<file path="src/rtl/fadd_share_arb.sv">
// Round-robin front end sharing one pipelined FP adder among NREQ requesters.
// Optional FADD_SHARE_ARB_SUB_EN adds a per-requester subtract select (req_sub).
module fadd_share_arb #(
    parameter  int NREQ = 4,
    parameter  int LAT  = 2,
    localparam int TAGW = $clog2(NREQ)
) (
    input  logic                 clk,
    input  logic                 rst,
    input  logic [NREQ-1:0]      req_valid,
    input  logic [NREQ*32-1:0]   req_x1,
    input  logic [NREQ*32-1:0]   req_x2,
`ifdef FADD_SHARE_ARB_SUB_EN
    input  logic [NREQ-1:0]      req_sub,
`endif
    output logic [NREQ-1:0]      req_ready,
    output logic [31:0]          fpu_x1,
    output logic [31:0]          fpu_x2,
    input  logic [31:0]          fpu_y,
    output logic [NREQ-1:0]      resp_valid,
    output logic [31:0]          resp_y,
    output logic                 busy
);

    logic [TAGW-1:0]           rr_ptr;
    logic [TAGW-1:0]           gnt;
    logic                      found;
    logic                      xfer;
    int                        idx;
    logic [31:0]               x1_g;
    logic [31:0]               x2_g;
    logic [LAT-1:0]            vld_pipe;
    logic [LAT-1:0][TAGW-1:0]  tag_pipe;

    // Scan from rr_ptr upward, wrapping; first valid requester wins.
    always_comb begin
        gnt   = '0;
        found = 1'b0;
        idx   = 0;
        for (int k = 0; k < NREQ; k++) begin
            idx = int'(rr_ptr) + k;
            if (idx >= NREQ)
                idx = idx - NREQ;
            if (!found && req_valid[idx]) begin
                found = 1'b1;
                gnt   = TAGW'(idx);
            end
        end
    end

    assign xfer      = found && !rst;
    assign req_ready = xfer ? (NREQ'(1) << gnt) : '0;

    always_comb begin
        x1_g = req_x1[int'(gnt)*32 +: 32];
        x2_g = req_x2[int'(gnt)*32 +: 32];
`ifdef FADD_SHARE_ARB_SUB_EN
        // Flipping the sign of x2 turns the shared add into a subtract.
        x2_g[31] = x2_g[31] ^ req_sub[gnt];
`endif
    end

    assign fpu_x1 = xfer ? x1_g : 32'h0;
    assign fpu_x2 = xfer ? x2_g : 32'h0;

    always_ff @(posedge clk) begin
        if (rst) begin
            rr_ptr     <= '0;
            vld_pipe   <= '0;
            tag_pipe   <= '0;
            resp_valid <= '0;
            resp_y     <= 32'h0;
            busy       <= 1'b0;
        end else begin
            if (xfer)
                rr_ptr <= (gnt == TAGW'(NREQ-1)) ? '0 : gnt + 1'b1;
            vld_pipe[0] <= xfer;
            tag_pipe[0] <= gnt;
            for (int i = 1; i < LAT; i++) begin
                vld_pipe[i] <= vld_pipe[i-1];
                tag_pipe[i] <= tag_pipe[i-1];
            end
            // Last stage lines up with fpu_y; retire it into the response register.
            resp_valid <= vld_pipe[LAT-1] ? (NREQ'(1) << tag_pipe[LAT-1]) : '0;
            if (vld_pipe[LAT-1])
                resp_y <= fpu_y;
            busy <= xfer | (|vld_pipe);
        end
    end

endmodule

</file>
<file path="config.mk">
export PLATFORM = sky130hd
export DESIGN_NAME = fadd_share_arb
export DESIGN_NICKNAME = d
export VERILOG_FILES = /design/src/rtl/fadd_share_arb.sv
export SDC_FILE = /design/constraint.sdc
export NUM_CORES = 1
export LEC_CHECK = 0
export ABC_AREA = 1
export CAP_MARGIN = 20
export CORE_AREA = 2 2 153 155
export CTS_CLUSTER_SIZE = 16
export DETAILED_ROUTE_END_ITERATION = 6
export DIE_AREA = 0 0 155 157
export PLACE_DENSITY = 0.65
export SLEW_MARGIN = 15
export SYNTH_ARGS = -nofsm -noshare
export SYNTH_HDL_FRONTEND = slang
export SYNTH_SLANG_ARGS = --single-unit
</file>
<file path="constraint.sdc">
create_clock -name clk -period 3.7 [get_ports clk]
set_input_delay 0.74 -clock clk [delete_from_list [all_inputs] [get_ports clk]]
set_output_delay 0.74 -clock clk [all_outputs]
set_load 0.02 [all_outputs]
</file>
* Word-level counts from Yosys, hierarchy flattened *
Cells that the tools add are included.

word-level totals
  register bits = 45
  output and inout port bits = 105
  word-level logic and storage cells = 68

operators by class
  reductions and logical operators = 10
  equality and inequality tests = 1
  magnitude comparators = 8
  shifts and indexed selects = 4
  multiplexer cells = 28
  bitwise logic cells = 2
  add/sub/neg operators = 8

operators with widths
  kind                                                 number
  indexed part select 128 x 8 -> 32 bit                2
  2-to-1 mux 32 bit                                    6
  < comparator 32 x 4 -> 1 bit, second input constant  4
  2-to-1 mux 1 bit                                     12
  subtractor 3 x 3 -> 4 bit, second input constant     3
  2-to-1 mux 2 bit                                     5
  >= comparator 3 bit, second input constant           3
  binary-select mux 1 bit (select 2 bit)               4
  << shifter 1 x 2 -> 4 bit, first input constant      2
  adder 2 x 2 -> 3 bit, second input constant          2
  logical AND 1 bit                                    4
  logical NOT 1 bit                                    4
  2-to-1 mux 4 bit                                     1
  OR reduction 2 bit                                   2
  subtractor 2 x 3 -> 4 bit, second input constant     1
  adder 2 x 1 -> 3 bit, second input constant          1
  >= comparator 2 x 3 -> 1 bit, second input constant  1
  adder 2 x 1 -> 2 bit, second input constant          1
  == test 2 bit, second input constant                 1
  NOT 1 bit                                            1
  OR 1 bit                                             1

* Depth between registers and ports, before layout *
  word-level depth = 17
  mapped depth = 15
  gate-level depth less buffers = 13

* Worst setup path after synthesis *
OpenSTA, ideal clock, no wires.

  path type = input to output
  start point = input req_valid[1]
  end point = output req_ready[0]
  buffers on the path = 2
  data arrival time = 2.203 ns
  slack = 0.757 ns
  stages on the path = 11
  path through = inv_1 -> nand2_1 -> nand3_1 -> nand2_1 -> nor2_2 -> nand3_2 -> nand3_2 -> buf_6 -> buf_6 -> inv_1 -> nor3_1

between the ends
  cells in the longest elaborated chain, start to end = 15

ends and longest elaborated chain
  item                                                                   RTL line  RTL
  from (decl)                                                            10        input logic [NREQ-1:0] req_valid,
  binary-select mux 1 bit (select 2 bit)                                 44        if (!found && req_valid[idx]) begin
  2-to-1 mux 1 bit (not written as such) (2 in a row)                    44
  2-to-1 mux 1 bit                                                       44
  logical NOT 1 bit                                                      44
  logical AND 1 bit                                                      44
  2-to-1 mux 1 bit                                                       44
  logical NOT 1 bit                                                      44
  logical AND 1 bit                                                      44
  2-to-1 mux 1 bit                                                       44
  logical NOT 1 bit                                                      44
  logical AND 1 bit                                                      44
  2-to-1 mux 2 bit / 2-to-1 mux 1 bit (equally long branches)            44
  << shifter 1 x 2 -> 4 bit / logical AND 1 bit (equally long branches)  52, 51
  2-to-1 mux 4 bit (*)                                                   52        assign req_ready = xfer ? (NREQ'(1) << gnt) : '0;
  to (decl)                                                              16        output logic [NREQ-1:0] req_ready,

Every way passes the cells marked *; elsewhere a longest branch is shown, timed or not. The select of a mux whose other input is x is not followed.

* Worst setup path in the final report *
  start point = input req_valid[2]
  end point = output req_ready[3]

The elaborated chain is that of the path after synthesis.

==> impl_metrics.toml <==
[sta]
fmax_mhz = 280.5
finalMaxSlewViolations = 0
fin_crit_sh = 0.9634
min_period_ps = 3565
maxSlewHeadroom = 0.3584
finalHoldViolCount = 0
finalSetupViolCount = 0
tightest_slew_ps = 961.3
hold_ws_ps = 402.9
fin_ws_ps = 135.3
rsz0062_at_grt = "true"
clock_skew_ps = 3.065

[clock_network]
clock_path_buffers = 2
ctsHoldBuffers = 0
numClockSinks = 45
root_buffer = "clkbuf_16"
cts_buffers = 5
htreeDepth = 2
insertion_delay_ps = 280
clk_pin_slew_ps = 60
cts_tree = "built"

[logic_synthesis]
ys_warn_count = 0
syn_inst = 896
ys_seq_area_frac = 0.1910
netlist_area_mm2 = 0.004717
ys_types = 21
synth_seq_cells = 45
syn-num-nets = 1190
syn_area_per_cell_um2 = 5.265

[global_routing]
overflow = 0
grt_use_total = 0.1992
antenna_found_initial = 0
first_global_vias = 7189
grt_pass1_wl_um = 38810
grt_max_degree = 44

[final_layout]
multi_input_area_mm2 = 0.003382
post-route-util = 0.4173
nets = 1568
drive_gt1_frac = 0.1263
seqCellArea_um2 = 900.9
n_fill_cell = 2414
syn2layout_area_growth_pct = 99.07

[critical_path]
critPathKind = "input pin to output port"
crit_fanout = 33
cp-start-kind = "input pin"
arrival_ps = 2820
end_kind = "output port"
cp.required_ps = 2960

[route]
vias = 7470
first_iter_violations = 481
routed_via_density = 4.782
firstDrtPassIters = 6
wl_um = 27230
wl_per_cell_um = 17.43
detail-route-antenna-nets = 0
drc = 0

[floorplanning]
initial_core_util = 0.2096
ios = 399
num_rows = 55
die-area_mm2 = 0.02434
core_area_mm2 = 0.02250
die_h_um = 157
die_w_um = 155

[placement]
dp_hpwl_um = 20230
place_ws_ps = -413.4
gp_congestion = 0.9118
io_buffers = 398

[flow_run]
maxCapViolCount = 0

[power]
leakagePower_nw = 4.398
p_per_area_mw_per_mm2 = 838.3
vdd_drop_max_v = 0.0003515

[status]
run_status = "finished, final reports clean"

[hold_path]
hp-class = "register to register"
-- flip-flops by register name (all words and copies together) (netlist names) --
register    cells
busy            1
resp_valid      4
resp_y         32
rr_ptr          2
tag_pipe        4
vld_pipe        2
-- cells in the final DEF, fill, tap and decap left out, types with 6 or more instances in the layout --
cell,Yosys,routed
a21oi_1,64,56
a21oi_2,0,8
buf_12,0,16
buf_2,60,27
buf_4,1,46
buf_6,8,9
clkbuf_16,0,10
clkbuf_2,0,19
clkdlybuf4s50_1,0,330
dfxtp_1,45,45
inv_1,16,15
nand2_1,420,412
nand2_2,0,7
nand3_1,10,6
nand4_1,128,128
nor2_1,79,79
o21ai_0,33,33
-- Yosys cell counts, drive strengths merged --
| cell | instances | area (um^2) |
|---|---|---|
| dfxtp | 45 | 900.9 |
| clkinv | 2 | 7.510 |
| nand3b | 1 | 7.510 |
| inv | 18 | 67.57 |
| nand3 | 12 | 70.07 |
| nor3 | 3 | 15.01 |
| o21ai | 33 | 165.2 |
| clkbuf | 17 | 63.81 |
| nor2 | 80 | 302.8 |
| nand4 | 128 | 800.8 |
| o31ai | 1 | 7.510 |
| buf | 71 | 405.4 |
| a21oi | 64 | 320.3 |
| nand2 | 420 | 1577 |
| a31oi | 1 | 6.260 |
-- worst max-delay path, cell delays in order --
cell	delay (ps)
clkdlybuf4s50_1	480
inv_1	60
nand2_1	100
nand3_1	90
nand2_2	110
inv_1	80
nand3_4	120
buf_8	180
nand2_2	140
buf_12	210
nor3_1	270
clkbuf_2	220
-- cells by family (layout without fill, tap and decap cells) --
| group | after synthesis | count (layout) | synth area share |
|---|---|---|---|
| other | 0 | 2 | 0 |
| buffers and inverters | 108 | 487 | 0.1154 |
| and+or+nand+nor | 644 | 644 | 0.5878 |
| DFF | 45 | 45 | 0.1910 |
| AOI/OAI and AO/OA | 99 | 99 | 0.1058 |
-- report_power, final --
group	total [mW]	switching [mW]	internal [mW]
combinational	6.85	4.13	2.72
clock	0.421	0.173	0.248
sequential	0.599	0.0401	0.559
total	7.87	4.35	3.52
-- layout make-up --
class                      instances  share of cell area
clock inverter                     2            0.001066
multi-input combinational        743              0.3602
inverter                          20            0.008261
sequential                        45             0.09594
tap                              285             0.03797
clock buffer                       6             0.01372
antenna                            2           0.0005330
timing repair buffer             459              0.4823
-- metrics by stage --
| stage | TNS [ps] | total power, mW | instance area [um^2] | std cells |
|---|---|---|---|---|
| global placement | -17370 | 7.134 | 9139 | 1537 |
| finish | 0 | 7.872 | 9390 | 1562 |
| CTS | -20.21 | 7.437 | 9335 | 1548 |
| global route | -34.95 | 8.572 | 9385 | 1560 |
| floorplan | 0 | 4.489 | 4717 | 896 |
| detailed placement | -18860 | 7.133 | 9139 | 1537 |
-- timing repair --
| item | in CTS | in global routing |
|---|---|---|
| gates cloned | 1 | 7 |
| resized for setup | 160 | 114 |
| pin swaps | 1 | 5 |
| setup buffers | 2 | 5 |
| endpoints found under the setup margin | 63 | 66 |
| endpoints found under the hold margin | 0 | 0 |
-- per-layer routing --
metal  global-route usage  part of all wire  up-vias  routed length, um
met3              0.04185             0.077       46               2107
met4              0.05908             0.026        0                713
li1                     -                 -     3724                  -
met1               0.2378              0.40     3346              10810
met2               0.3587              0.50      354              13590
met5                    0                 0        -                  0
-- path summary, 6_finish.rpt --
| path | from | to | depth (start not counted) | slack, ps |
|---|---|---|---|---|
| max reg2reg | rr_ptr[0]$_SDFFE_PP0P_ | rr_ptr[1]$_SDFFE_PP0P_ | 14 | 1550 |
| max | req_valid[2] | req_ready[3] | 12 | 140 |
| min | tag_pipe[1]$_SDFF_PP0_ | tag_pipe[3]$_SDFF_PP0_ | 2 | 400 |
| min reg2reg | tag_pipe[1]$_SDFF_PP0_ | tag_pipe[3]$_SDFF_PP0_ | 2 | 400 |
No activity file was read; power rests on OpenSTA's default activity.
==> variant: new RTL, same settings <==
The parameter `LAT` goes from 2 to 1.
--- a/src/rtl/fadd_share_arb.sv
+++ b/src/rtl/fadd_share_arb.sv
@@ -3,5 +3,5 @@
 module fadd_share_arb #(
     parameter  int NREQ = 4,
-    parameter  int LAT  = 2,
+    parameter  int LAT  = 1,
     localparam int TAGW = $clog2(NREQ)
 ) (
Function: changed (a bounded check fails within 4 cycles, from zero or initial values and one cycle with rst high).
==> variant against the original RTL <==
- worst hold slack better by 0.057 ns
- total power is 18% higher
- setup slack worse by 0.046 ns
- wire length is 6.4% lower
- non-clock buffer count is 2 lower
- area after synthesis is 3.8% lower
- synthesized cell count is 2.6% lower
- sequential cell count is 3 lower
- combinational power is 20% higher
- cell area is 1.7% lower
==> variant: results (changes against the original RTL) <==
CP max FO: 10 (was 33)
Clock Network Area Fraction: 1.61% (was 1.48%)
Final #Nets: 1,558 (was 1,568)
Vias per inst: 4.63 (was 4.78)
First-pass GRT wire length: 35.7 mm (was 38.8 mm)
Drt pass-1 iters: 4 (was 6)
Combined area of the multi-input logic cells: 0.00326 mm² (was 0.00338 mm²)
Largest net degree at the start of global routing: 40 (was 44)
LEAKAGE: 0.00441 µW (was 0.00440 µW)
Final GP Congestion: 0.981 (was 0.912)
WL final: 25.5 mm (was 27.2 mm)
Area of placed instances: 0.00899 mm² (was 0.00914 mm²)
Buffering overhead: 49.6% (was 48.2%)
Iter 0 DRT Violations: 415 (was 481)
Post-synthesis cell type count: 26 (was 21)
Synth area leaders: nand2_1 35%, dfxtp_1 19%, nand3_1 15% (was nand2_1 33%, dfxtp_1 19%, nand4_1 17%)
Number of multi-input logic gates: 744 (was 743)
Initial antenna violation count: 1 (was 0)
Fillcell total: 2,432 (was 2,414)
Hpwl dp: 19.3 mm (was 20.2 mm)
Buffers, non-clock: 457 (was 459)
Vias: 7,180 (was 7,470)
Placed instance count: 1,529 (was 1,537)
Largest regs: resp_y x32, resp_valid x4 (was resp_y x32, resp_valid x4, tag_pipe x4)
Peak supply drop: 0.392 mV (was 0.352 mV)
Post-Syn Area per Cell: 5.20 µm² (was 5.26 µm²)
Syn Nets: 1,167 (was 1,190)
Outcome: complete, no violations (unchanged)
Crit path capture: fpu_x2[26] (was req_ready[3])
Top post-synthesis cells by count: 419 x nand2_1, 134 x nand3_1, 74 x nor2_1 (was 420 x nand2_1, 128 x nand4_1, 79 x nor2_1)
R2R cell count: 16 (was 14)
N_diodes: 1 (was 2)
Vias in the first global route: 6,578 (was 7,189)
Max_slew headroom: 72.2% (was 35.8%)
Skew final: 0.00768 ns (was 0.00306 ns)
Synth Register Bits: 42 (was 45)
[variant: changes by cell type after synthesis, moves of 2 or more]
cell and change:
buf_6 +9, clkinv_1 -2, dfxtp_1 -3, clkbuf_1 -2
nand4_1 -126, nand3_1 +124, inv_1 -5, nor3_1 -2
nand2_4 +2, buf_2 -30, nand2_2 +3, nor2_1 -5
buf_4 +7
[variant: power by group through the flow]
stage | clock network [µW] | logic (µW) | registers, µW
2_1_floorplan | 0 | 4670 | 681
3_3_place_gp | 0 | 7760 | 606
3_5_place_dp | 0 | 7760 | 611
4_1_cts | 442 | 7530 | 602
5_1_grt | 457 | 9000 | 617
6_report | 427 | 8230 | 605
[variant: per-stage QoR]
stage	setup slack, ns	TNS, ns
after floorplan	0.767	0
after global placement	-0.377	-17.47
after detailed placement	-0.371	-18.41
after CTS	-0.0578	-0.101
after global routing	-0.0339	-0.250
final	0.0898	0
[variant: repair_timing]
item                                    CTS  global route
setup buffers                             0             6
pin swaps                                 0             6
endpoints found under the setup margin   67            68
gates resized for setup                 139           150
hold endpoints to repair                  0             0
cloned                                    0             6
[variant: how the worst min path moves through the flow]
| stage | start | slack [ns] | to | cells after the start |
|---|---|---|---|---|
| final | tag_pipe[0] | 0.46 | resp_valid[0] | 1 |
| after global routing | tag_pipe[0] | 0.48 | resp_valid[0] | 1 |
| after CTS | tag_pipe[0] | 0.46 | resp_valid[0] | 1 |
| after detailed placement | tag_pipe[0] | 0.44 | resp_valid[0] | 1 |
| after global placement | tag_pipe[0] | 0.44 | resp_valid[0] | 1 |
| after floorplan | tag_pipe[0] | 0.41 | resp_valid[0] | 1 |
[variant: layer usage]
layer  share of wire, %  track usage, %  wire length [µm]
met2                 49            32.5             12500
met5                  0               0                 0
met1                 41            22.7             10500
met3                7.9            4.10              2020
met4                2.0            4.37               522
